## config.mk

```make
export PLATFORM = sky130hd
export DESIGN_NAME = vga_timing_gen
export DESIGN_NICKNAME = d
export VERILOG_FILES = /design/src/rtl/vga_timing_gen_pkg.sv /design/src/rtl/vga_sync_delay.sv /design/src/rtl/vga_timing_gen.sv
export SDC_FILE = /design/constraint.sdc
export NUM_CORES = 1
export LEC_CHECK = 0
export BUFFER_PORTS_ARGS = -buffer_cell sky130_fd_sc_hd__buf_4
export CAP_MARGIN = 30
export CORE_MARGIN = 4
export CORE_UTILIZATION = 55
export CTS_CLUSTER_DIAMETER = 60
export DETAILED_ROUTE_END_ITERATION = 16
export PLACE_DENSITY = 0.81
export SKIP_LAST_GASP = 1
export SLEW_MARGIN = 20
export SYNTH_ARGS = -nofsm -noshare
export SYNTH_HDL_FRONTEND = slang
export SYNTH_SLANG_ARGS = --single-unit
```

## constraint.sdc

```tcl
create_clock -name clk -period 10.2 [get_ports clk]
set_input_delay 2.04 -clock clk [delete_from_list [all_inputs] [get_ports clk]]
set_output_delay 2.04 -clock clk [all_outputs]
set_load 0.02 [all_outputs]
```

## src/rtl/vga_timing_gen_pkg.sv

```systemverilog
// Shared VGA timing constants: standard geometries, sync placement and polarity,
// plus the geometry legality check used when loading new porch values.
package vga_timing_gen_pkg;

  typedef struct packed {
    int unsigned h_total;
    int unsigned h_active;
    int unsigned v_total;
    int unsigned v_active;
  } vga_geom_t;

  localparam vga_geom_t VGA_640X480  = '{h_total: 800,  h_active: 640,  v_total: 525, v_active: 480};
  localparam vga_geom_t VGA_800X600  = '{h_total: 1056, h_active: 800,  v_total: 628, v_active: 600};
  localparam vga_geom_t VGA_1024X768 = '{h_total: 1344, h_active: 1024, v_total: 806, v_active: 768};

  localparam int unsigned VGA_H_SYNC_OFFSET = 16;
  localparam int unsigned VGA_H_SYNC_LEN    = 96;
  localparam int unsigned VGA_V_SYNC_OFFSET = 10;
  localparam int unsigned VGA_V_SYNC_LEN    = 2;

  localparam logic VGA_SYNC_POL = 1'b0;

  // One axis is legal when active < total, sync fits after active, nothing is zero.
  function automatic logic geom_ok(int unsigned act, int unsigned tot,
                                   int unsigned off, int unsigned len);
    return (act != 0) && (tot != 0) && (act < tot) && (act + off + len <= tot);
  endfunction

endpackage

```

## src/rtl/vga_sync_delay.sv

```systemverilog
// Clock-rate shift register aligning {active, hsync, vsync} with the pixel data path.
module vga_sync_delay #(
  parameter int unsigned DEPTH = 1,
  parameter int unsigned WIDTH = 3
) (
  input  logic             clk,
  input  logic             rst_n,
  input  logic [WIDTH-1:0] din,
  output logic [WIDTH-1:0] dout
);

  logic [WIDTH-1:0] pipe_q [DEPTH];
  logic [WIDTH-1:0] pipe_d [DEPTH];

  // Next state: new entry at stage 0, every other stage takes its predecessor.
  always_comb begin
    pipe_d[0] = din;
    for (int unsigned i = 1; i < DEPTH; i++) begin
      pipe_d[i] = pipe_q[i-1];
    end
  end

  // Delay line resets to all-inactive entries.
  always_ff @(posedge clk or negedge rst_n) begin
    if (!rst_n) begin
      pipe_q <= '{default: '0};
    end else begin
      pipe_q <= pipe_d;
    end
  end

  assign dout = pipe_q[DEPTH-1];

endmodule

```

## src/rtl/vga_timing_gen.sv

```systemverilog
// VGA timing generator: pixel divider, H/V counters with frame-boundary shadow
// geometry, sync generation and blanked RGB output.
module vga_timing_gen
  import vga_timing_gen_pkg::*;
#(
  parameter int unsigned COUNTER_WIDTH    = 11,
  parameter int unsigned BACKPORCH_WIDTH  = 11,
  parameter int unsigned FRONTPORCH_WIDTH = 11,
  parameter int unsigned DATA_WIDTH       = 12,
  parameter int unsigned PIX_DIV          = 2,
  parameter int unsigned H_SYNC_OFFSET    = VGA_H_SYNC_OFFSET,
  parameter int unsigned H_SYNC_LEN       = VGA_H_SYNC_LEN,
  parameter int unsigned V_SYNC_OFFSET    = VGA_V_SYNC_OFFSET,
  parameter int unsigned V_SYNC_LEN       = VGA_V_SYNC_LEN,
  parameter logic        SYNC_POL         = VGA_SYNC_POL,
  parameter int unsigned PIPE_DELAY       = 1,
  parameter int unsigned H_TOTAL_RST      = VGA_640X480.h_total,
  parameter int unsigned H_ACTIVE_RST     = VGA_640X480.h_active,
  parameter int unsigned V_TOTAL_RST      = VGA_640X480.v_total,
  parameter int unsigned V_ACTIVE_RST     = VGA_640X480.v_active
) (
  input  logic                        clk,
  input  logic                        rst_n,
  input  logic [BACKPORCH_WIDTH-1:0]  H_BackPorch,
  input  logic [FRONTPORCH_WIDTH-1:0] H_FrontPorch,
  input  logic [BACKPORCH_WIDTH-1:0]  V_BackPorch,
  input  logic [FRONTPORCH_WIDTH-1:0] V_FrontPorch,
  input  logic [DATA_WIDTH-1:0]       Data_VGA,
  output logic [COUNTER_WIDTH-1:0]    Counter_X,
  output logic                        Counter_X_Valid,
  output logic [COUNTER_WIDTH-1:0]    Counter_Y,
  output logic                        Counter_Y_Valid,
  output logic                        HSYNC,
  output logic                        VSYNC,
  output logic [DATA_WIDTH-1:0]       RGB,
  output logic                        Frame_Start,
  output logic                        Cfg_Error
);

  localparam int unsigned DIV_W = (PIX_DIV > 1) ? $clog2(PIX_DIV) : 1;

  logic [DIV_W-1:0]            div_q, div_d;
  logic [COUNTER_WIDTH-1:0]    h_q, h_d, v_q, v_d;
  logic [BACKPORCH_WIDTH-1:0]  htot_q, htot_d, vtot_q, vtot_d;
  logic [FRONTPORCH_WIDTH-1:0] hact_q, hact_d, vact_q, vact_d;
  logic                        x_valid_q, x_valid_d, y_valid_q, y_valid_d;
  logic                        frame_start_q, frame_start_d, cfg_err_q, cfg_err_d;
  logic                        hsync_q, hsync_d, vsync_q, vsync_d;
  logic [DATA_WIDTH-1:0]       rgb_q, rgb_d;
  logic                        tick, h_wrap, v_wrap, boundary, cfg_ok;
  logic                        hsync_raw, vsync_raw;
  logic [2:0]                  sync_in, sync_out;

  // Divider, counters and shadow geometry; wrap uses >= so a counter can never run past total-1.
  always_comb begin
    tick     = (32'(div_q) >= PIX_DIV - 1);
    div_d    = tick ? '0 : div_q + 1'b1;
    h_wrap   = (32'(h_q) + 1 >= 32'(htot_q));
    v_wrap   = (32'(v_q) + 1 >= 32'(vtot_q));
    boundary = tick & h_wrap & v_wrap;
    cfg_ok   = geom_ok(32'(H_FrontPorch), 32'(H_BackPorch), H_SYNC_OFFSET, H_SYNC_LEN) &&
               geom_ok(32'(V_FrontPorch), 32'(V_BackPorch), V_SYNC_OFFSET, V_SYNC_LEN);
    h_d       = h_q;
    v_d       = v_q;
    htot_d    = htot_q;
    hact_d    = hact_q;
    vtot_d    = vtot_q;
    vact_d    = vact_q;
    cfg_err_d = cfg_err_q;
    if (tick) begin
      if (h_wrap) begin
        h_d = '0;
        v_d = v_wrap ? '0 : v_q + 1'b1;
      end else begin
        h_d = h_q + 1'b1;
      end
    end
    if (boundary) begin
      cfg_err_d = !cfg_ok;
      if (cfg_ok) begin
        htot_d = H_BackPorch;
        hact_d = H_FrontPorch;
        vtot_d = V_BackPorch;
        vact_d = V_FrontPorch;
      end
    end
    // Valid flags follow the next counter value against the geometry that will apply with it.
    x_valid_d     = (32'(h_d) < 32'(hact_d));
    y_valid_d     = (32'(v_d) < 32'(vact_d));
    frame_start_d = boundary;
  end

  // Raw sync windows and the blanked output stage fed by the delay line.
  always_comb begin
    hsync_raw = (32'(h_q) >= 32'(hact_q) + H_SYNC_OFFSET) &&
                (32'(h_q) <  32'(hact_q) + H_SYNC_OFFSET + H_SYNC_LEN);
    vsync_raw = (32'(v_q) >= 32'(vact_q) + V_SYNC_OFFSET) &&
                (32'(v_q) <  32'(vact_q) + V_SYNC_OFFSET + V_SYNC_LEN);
    sync_in   = {x_valid_q & y_valid_q, hsync_raw, vsync_raw};
    rgb_d     = sync_out[2] ? Data_VGA : '0;
    hsync_d   = sync_out[1] ? SYNC_POL : ~SYNC_POL;
    vsync_d   = sync_out[0] ? SYNC_POL : ~SYNC_POL;
  end

  vga_sync_delay #(
    .DEPTH (PIPE_DELAY),
    .WIDTH (3)
  ) u_sync_delay (
    .clk   (clk),
    .rst_n (rst_n),
    .din   (sync_in),
    .dout  (sync_out)
  );

  // State registers; reset restores the reset geometry, not the last accepted one.
  always_ff @(posedge clk or negedge rst_n) begin
    if (!rst_n) begin
      div_q         <= '0;
      h_q           <= '0;
      v_q           <= '0;
      htot_q        <= BACKPORCH_WIDTH'(H_TOTAL_RST);
      hact_q        <= FRONTPORCH_WIDTH'(H_ACTIVE_RST);
      vtot_q        <= BACKPORCH_WIDTH'(V_TOTAL_RST);
      vact_q        <= FRONTPORCH_WIDTH'(V_ACTIVE_RST);
      x_valid_q     <= 1'b1;
      y_valid_q     <= 1'b1;
      frame_start_q <= 1'b0;
      cfg_err_q     <= 1'b0;
      rgb_q         <= '0;
      hsync_q       <= ~SYNC_POL;
      vsync_q       <= ~SYNC_POL;
    end else begin
      div_q         <= div_d;
      h_q           <= h_d;
      v_q           <= v_d;
      htot_q        <= htot_d;
      hact_q        <= hact_d;
      vtot_q        <= vtot_d;
      vact_q        <= vact_d;
      x_valid_q     <= x_valid_d;
      y_valid_q     <= y_valid_d;
      frame_start_q <= frame_start_d;
      cfg_err_q     <= cfg_err_d;
      rgb_q         <= rgb_d;
      hsync_q       <= hsync_d;
      vsync_q       <= vsync_d;
    end
  end

  assign Counter_X       = h_q;
  assign Counter_Y       = v_q;
  assign Counter_X_Valid = x_valid_q;
  assign Counter_Y_Valid = y_valid_q;
  assign HSYNC           = hsync_q;
  assign VSYNC           = vsync_q;
  assign RGB             = rgb_q;
  assign Frame_Start     = frame_start_q;
  assign Cfg_Error       = cfg_err_q;

endmodule

```

==> results of run 1 <==
## metrics by stage
step	setup slack [ns]	hold slack [ns]	power [W]	util
2_1_floorplan	4.32	0.337	0.00138	-
3_3_place_gp	3.54	0.339	0.00169	0.636
3_5_place_dp	3.35	0.340	0.00172	0.636
4_1_cts	3.65	0.349	0.00207	0.659
5_1_grt	3.18	0.374	0.00226	0.659
6_report	3.54	0.349	0.00208	0.659
## worst max-delay path, stage by stage
cell	delay, ns
buf_4	0.13
inv_1	0.09
ha_1	0.18
nor2b_1	0.21
nor2b_1	0.08
xor2_1	0.15
ha_1	0.29
a21o_1	0.16
a21o_1	0.17
a211oi_1	0.26
a21o_1	0.16
a21bo_2	0.23
or2_2	0.27
buf_4	0.35
mux2_2	0.37
inv_1	0.06
ha_1	0.23
a2111oi_0	0.44
o21ai_0	0.18
a31o_2	0.27
a21oi_1	0.27
nand4_1	0.17
nand3_1	0.17
## per-layer routing
metal / part of all wire / wire length (µm) / global-route usage / vias to the layer above
met5: 0 / 0 / 0 / -
met4: 0.015 / 282 / 0.0686 / 0
met3: 0.083 / 1530 / 0.0395 / 29
met2: 0.43 / 7900 / 0.370 / 286
met1: 0.47 / 8610 / 0.388 / 2932
li1: - / - / - / 2986
## cells by family after synthesis
family                   after synthesis  synth area share
XOR/XNOR                              55            0.0672
flip-flops                            88             0.310
AO/OA/AOI/OAI                        177             0.162
adder cells (fa/ha/maj)              126             0.220
buffers and inverters                 91            0.0513
multiplexers                          20            0.0302
AND/OR/NAND/NOR                      223             0.159
## synth_stat cells, types with 6 or more instances
cell type and count:
a21boi_0 6, mux2i_1 13, xor2_1 26, and2_1 18
inv_1 78, nand4_1 11, dfstp_2 17, ha_1 126
xnor2_1 29, o21ai_0 66, and3_1 13, o21a_1 9
nor2_1 30, nand2_1 63, a211oi_1 8, nand2b_1 14
nand3_1 27, nor2b_1 9, a21o_1 15, dfrtp_1 71
a21oi_1 26, clkbuf_1 6, nor4_1 14, nor3_1 11
## cell type report
cell class / instances / area [µm²] / share of cell area
multi-input combinational: 601 / 4580 / 0.548
tap: 172 / 215 / 0.0258
timing repair buffer: 99 / 743 / 0.0890
clock buffer: 9 / 225 / 0.0270
clock inverter: 7 / 70.1 / 0.00839
inverter: 79 / 297 / 0.0355
sequential: 88 / 2220 / 0.266
## final timing paths
| check | to | slack (ns) | start | cells after the start |
|---|---|---|---|---|
| worst max-delay path | Counter_X_Valid | 3.54 | H_FrontPorch[4] | 23 |
| worst min-delay path | VSYNC | 0.35 | u_sync_delay.dout[0] | 1 |
| worst max register to register | Counter_X_Valid | 3.57 | Counter_X[0] | 22 |
| worst min register to register | VSYNC | 0.35 | u_sync_delay.dout[0] | 1 |
| max in group asynchronous | vact_q[1] | 7.51 | rst_n | 2 |
| min in group asynchronous | u_sync_delay.dout[1] | 1.62 | rst_n | 1 |
## power groups by stage
stage          logic [W]  clock network (W)  registers [W]
6_report         0.00114           0.000330       0.000606
5_1_grt          0.00129           0.000349       0.000620
4_1_cts          0.00113           0.000334       0.000604
3_5_place_dp     0.00112                  0       0.000609
3_3_place_gp     0.00108                  0       0.000605
2_1_floorplan   0.000773                  0       0.000608
## state kept, by name (all words and copies together) (netlist names)
register and count:
HSYNC 1, Counter_X 11, Counter_Y_Valid 1, vtot_q 11, div_q 1, vact_q 11, VSYNC 1, Cfg_Error 1
hact_q 11, u_sync_delay.dout 3, RGB 12, Counter_Y 11, Frame_Start 1, Counter_X_Valid 1, htot_q 11
==> run_results.csv, run 1 <==
group,metric,value,unit
placed_design,routabilityCongestion,0.947,
setup_path,crit_path_end_kind,"flip-flop",
synthesis,ys_warn_count,0,
clock_network,root_buffer,"clkbuf_16",
synthesis,synth_area,7170,µm²
pwr,power_frac_seq,0.292,
layout,stdcell_count,1055,
sta,rsz0062_at_grt,"false",
die,fp.dieArea,14900,µm²
pwr,power.switching,0.000921,W
flow_run,cap_violations,0,
detailed_routing,drt_iter0_markers,440,
placed_design,dp.cells,1039,
synthesis,synth.distinct_cells,59,
sta,final.min_clock_period,6.66,ns
clock_network,cts_tree,"done",
setup_path,arrival,6.93,ns
clock_network,ctsLongestPathBuffers,2,
die,io_pins,98,
min_path,hold_class,"reg -> reg",
detailed_routing,route.detailed.wl_per_inst,17.4,µm
sta,setup_viol,0,
setup_path,path_class,"in -> reg",
layout,area_growth,16.5,%
sta,tightest_slew,0.854,ns
detailed_routing,wl,18.3,mm
placed_design,place_area,8060,µm²
clock_network,hold_buffers,0,
clock_network,path_clk_slew,0.07,ns
global_route,grt_pass1_vias,5979,
layout,layout_common_cells,"ha_1, buf_4, inv_1",
synthesis,ys.flop_type,"dfrtp_1",
layout,final_common_cell,"ha_1",
global_route,grtUsageTotal,0.253,
pwr,internal_power,0.00116,W
synthesis,ys_seq_elements,88,
synthesis,synth_nets,964,
synthesis,async_flop_share,1.00,
setup_path,startpoint_type,"primary input",
layout,drive_above_1_share,0.170,
die,die_w,122,µm
pwr,powerDensity,249,nW/µm²
synthesis,synth-seq-area-share,0.310,
pwr,clkPwrFrac,0.159,
placed_design,dp_hpwl,14.4,mm
pwr,ir_drop,0.000108,V
clock_network,postCtsSetupBuffers,0,
die,core-area,12700,µm²
synthesis,synth-edff-count,0,
sta,finalHoldViolCount,0,
status,status,"finished, final reports clean",
pwr,switching_share,0.444,
detailed_routing,vias_per_cell,5.91,
synthesis,synth_top_area_share,0.248,
synthesis,syn-instance-count,780,
sta,fin_crit_sh,0.653,
die,die_h,122,µm
setup_path,worstPathRequired,10.47,ns
synthesis,synth_top_cell_by_area,"dfrtp_1",
global_route,grt_max_degree,69,
layout,nNetsFinal,1062,
placed_design,port_buffers,97,
detailed_routing,vias,6233,
clock_network,cts_buffers,9,
layout,n_fill_cell,1051,
detailed_routing,firstDrtPassIters,5,
global_route,antenna_found_initial,1,
layout,stdcell_area,8350,µm²
clock_network,cts_sinks,88,
clock_network,post_cts_resized,0,
sta,max_slew_margin,0.429,
sta,final.setup.tns,0,ns
detailed_routing,drcViolationCount,0,
die,num_rows,41,
sta,drv_slew,0,
sta,skew,0.00681,ns
sta,max_freq,150,MHz
global_route,gr-total-overflow,0,
clock_network,h-tree-depth,3,
detailed_routing,ant_nets,0,
pwr,p_comb_frac,0.549,
pwr,p_leak,4.23,nW
synthesis,synth_area_leaders,"dfrtp_1, ha_1, dfstp_2",
die,start_util,0.566,
clock_network,clkLatencyLatePin,0.34,ns
global_route,grt_pass1_wl,30.0,mm
setup_path,cp_max_fo,68,
synthesis,avgSynthCellArea,9.19,µm²
layout,antenna_cells,0,
Note: power is estimated with default switching activity, not from simulation.
==> run 2: changes to the inputs <==
--- a/config.mk
+++ b/config.mk
@@ -8,7 +8,7 @@
 export BUFFER_PORTS_ARGS = -buffer_cell sky130_fd_sc_hd__buf_4
 export CAP_MARGIN = 30
 export CORE_MARGIN = 4
-export CORE_UTILIZATION = 55
+export CORE_UTILIZATION = 53
 export CTS_CLUSTER_DIAMETER = 60
 export DETAILED_ROUTE_END_ITERATION = 16
 export PLACE_DENSITY = 0.81
==> constraint.sdc (replaced) <==
create_clock -name clk -period 5.94 [get_ports clk]
set_input_delay 1.188 -clock clk [delete_from_list [all_inputs] [get_ports clk]]
set_output_delay 1.188 -clock clk [all_outputs]
set_load 0.02 [all_outputs]
==> run 2 against run 1 <==
Cell count up 0.95%. Worst hold slack gained 0.0010 ns. Die area is 3.5% higher. Global-route usage decreased by 1.3 points. Utilization fell by 2.3 points. Register-to-register slack lost 3.1 ns. Count of clock-buffer cells in the layout grew 2. Routed wire length shrank 1.4%. Clock skew about the same. Sequential power up 70%.
==> run_results.csv, run 2 (synthesized netlist as in run 1, its figures left out) <==
group,metric,value,unit
pwr,internal_power,0.00208,W
pwr,clkPwrFrac,0.169,
layout,area_growth,17.5,%
layout,layout_common_cells,"ha_1, buf_4, inv_1",
detailed_routing,firstDrtPassIters,5,
detailed_routing,vias_per_cell,5.68,
detailed_routing,drt_iter0_markers,320,
global_route,gr-total-overflow,0,
pwr,switching_share,0.427,
clock_network,cts_sinks,88,
sta,max_freq,182,MHz
clock_network,h-tree-depth,3,
pwr,p_comb_frac,0.546,
clock_network,cts_tree,"done",
sta,max_slew_margin,0.502,
clock_network,hold_buffers,0,
detailed_routing,vias,6045,
global_route,grt_pass1_wl,30.5,mm
die,core-area,13200,µm²
setup_path,path_class,"reg -> reg",
clock_network,path_clk_slew,0.07,ns
layout,multi_input_area,4580,µm²
setup_path,crit_chain,"ha_1 > nand3_1 > nor2_1 > nand3_1 > xnor2_1 > ha_1 > and3_1 > a221oi_1 > o21ai_4 > a32oi_2 > or4b_4 > or2_2 > mux2_2 > inv_1 > ha_1 > a2111oi_1 > o21ai_0 > a31o_2 > a21oi_1 > nand4_1 > nand3_1",
pwr,p_leak,4.27,nW
die,num_rows,42,
die,io_pins,98,
setup_path,arrival,5.78,ns
die,start_util,0.542,
die,die_w,124,µm
sta,drv_slew,0,
global_route,antenna_found_initial,0,
setup_path,crit_path_end_kind,"flip-flop",
layout,seq_area,2220,µm²
detailed_routing,route.detailed.wl_per_inst,17.0,µm
layout,antenna_cells,0,
min_path,hold_class,"reg -> reg",
global_route,grt_max_degree,61,
pwr,powerDensity,430,nW/µm²
sta,skew,0.00677,ns
pwr,power_frac_seq,0.285,
setup_path,slowest_stage,"or4b_4",
sta,tightest_slew,0.747,ns
die,fp.dieArea,15500,µm²
sta,final.setup.tns,0,ns
sta,final.min_clock_period,5.48,ns
placed_design,port_buffers,97,
layout,drive_above_1_share,0.174,
layout,n_fill_cell,1127,
sta,finalHoldViolCount,0,
placed_design,dp_hpwl,14.6,mm
clock_network,postCtsSetupBuffers,0,
setup_path,max_stage_delay,0.58,ns
layout,final_common_cell,"ha_1",
die,die_h,124,µm
placed_design,routabilityCongestion,0.927,
detailed_routing,ant_nets,0,
sta,rsz0062_at_grt,"false",
detailed_routing,wl,18.1,mm
pwr,power.switching,0.00155,W
layout,largest_reg_flops,12,
setup_path,worstPathRequired,6.23,ns
clock_network,ctsLongestPathBuffers,2,
global_route,grtUsageTotal,0.240,
flow_run,cap_violations,0,
sta,setup_viol,0,
detailed_routing,drcViolationCount,0,
global_route,grt_pass1_vias,6020,
clock_network,clkLatencyLatePin,0.35,ns
pwr,ir_drop,0.000176,V
clock_network,cts_buffers,9,
layout,nNetsFinal,1068,
sta,fin_crit_sh,0.923,
status,status,"finished, final reports clean",
clock_network,root_buffer,"clkbuf_16",
sta,whs,0.350,ns
setup_path,cp_max_fo,11,
setup_path,startpoint_type,"flip-flop",
-- run 2: cell types whose count changed in the layout (fill, tap and decap cells not counted), sizes merged --
cell / before / now
bufinv: 1 / 2
buf: 99 / 105
clkinv: 5 / 2
clkbuf: 9 / 11
-- run 2: power by group through the flow --
stage               clock network (W)  logic (W)  registers [W]
detailed placement                  0    0.00195        0.00104
floorplan                           0    0.00133        0.00104
global route                 0.000651    0.00227        0.00106
finish                       0.000612    0.00198        0.00103
global placement                    0    0.00190        0.00104
CTS                          0.000621    0.00198        0.00103
-- run 2: per-stage QoR --
step / total power, W / setup WS (ns) / instances / utilization / cell area (µm²)
final: 0.00362 / 0.456 / 1065 / 0.636 / 8430
after detailed placement: 0.00299 / 0.244 / 1049 / 0.612 / 8110
after floorplan: 0.00237 / 0.913 / 780 / - / 7170
after global routing: 0.00398 / 0.0114 / 1065 / 0.636 / 8430
after global placement: 0.00294 / 0.451 / 1049 / 0.612 / 8110
after CTS: 0.00363 / 0.422 / 1065 / 0.636 / 8420
-- run 2: what timing repair did --
action / in CTS / in global routing
gates resized for setup: 0 / 2
endpoints found under the setup margin: 0 / 1
endpoints found under the hold margin: 0 / 0
-- run 2: cell type report --
cell class | count | share of cell area
inverters | 79 | 0.0352
clock inverters | 5 | 0.00965
clock buffers | 11 | 0.0276
well taps | 176 | 0.0261
multi-input cells | 601 | 0.544
flip-flops and latches | 88 | 0.264
repair buffers | 105 | 0.0936
-- run 2: worst paths after layout --
| check | cells after the start | from | to | slack (ns) |
|---|---|---|---|---|
| max | 21 | Counter_X[1] | Counter_X_Valid | 0.46 |
| min | 1 | u_sync_delay.dout[1] | HSYNC | 0.35 |
| max reg2reg | 21 | Counter_X[1] | Counter_X_Valid | 0.46 |
| min reg2reg | 1 | u_sync_delay.dout[1] | HSYNC | 0.35 |
| max in group asynchronous | 2 | rst_n | Counter_X[0] | 4.07 |
| min in group asynchronous | 1 | rst_n | u_sync_delay.dout[0] | 0.76 |
-- run 2: metal layers --
layer / GRT usage / vias up / share of wire
li1: - / 3001 / -
met1: 0.346 / 2828 / 0.48
met2: 0.358 / 191 / 0.43
met3: 0.0613 / 25 / 0.072
met4: 0.0671 / 0 / 0.017
met5: 0 / - / 0
-- run 2: critical path: cells and delay by family (launching register included) --
kind                       cells  cell delay, ns
buffers and inverters          1            0.06
and+or+nand+nor                8            2.09
DFF                            1            0.46
adders and majority gates      3            0.82
xor gates and xnor gates       1            0.17
muxes                          1            0.33
AOI/OAI and AO/OA              7            1.51
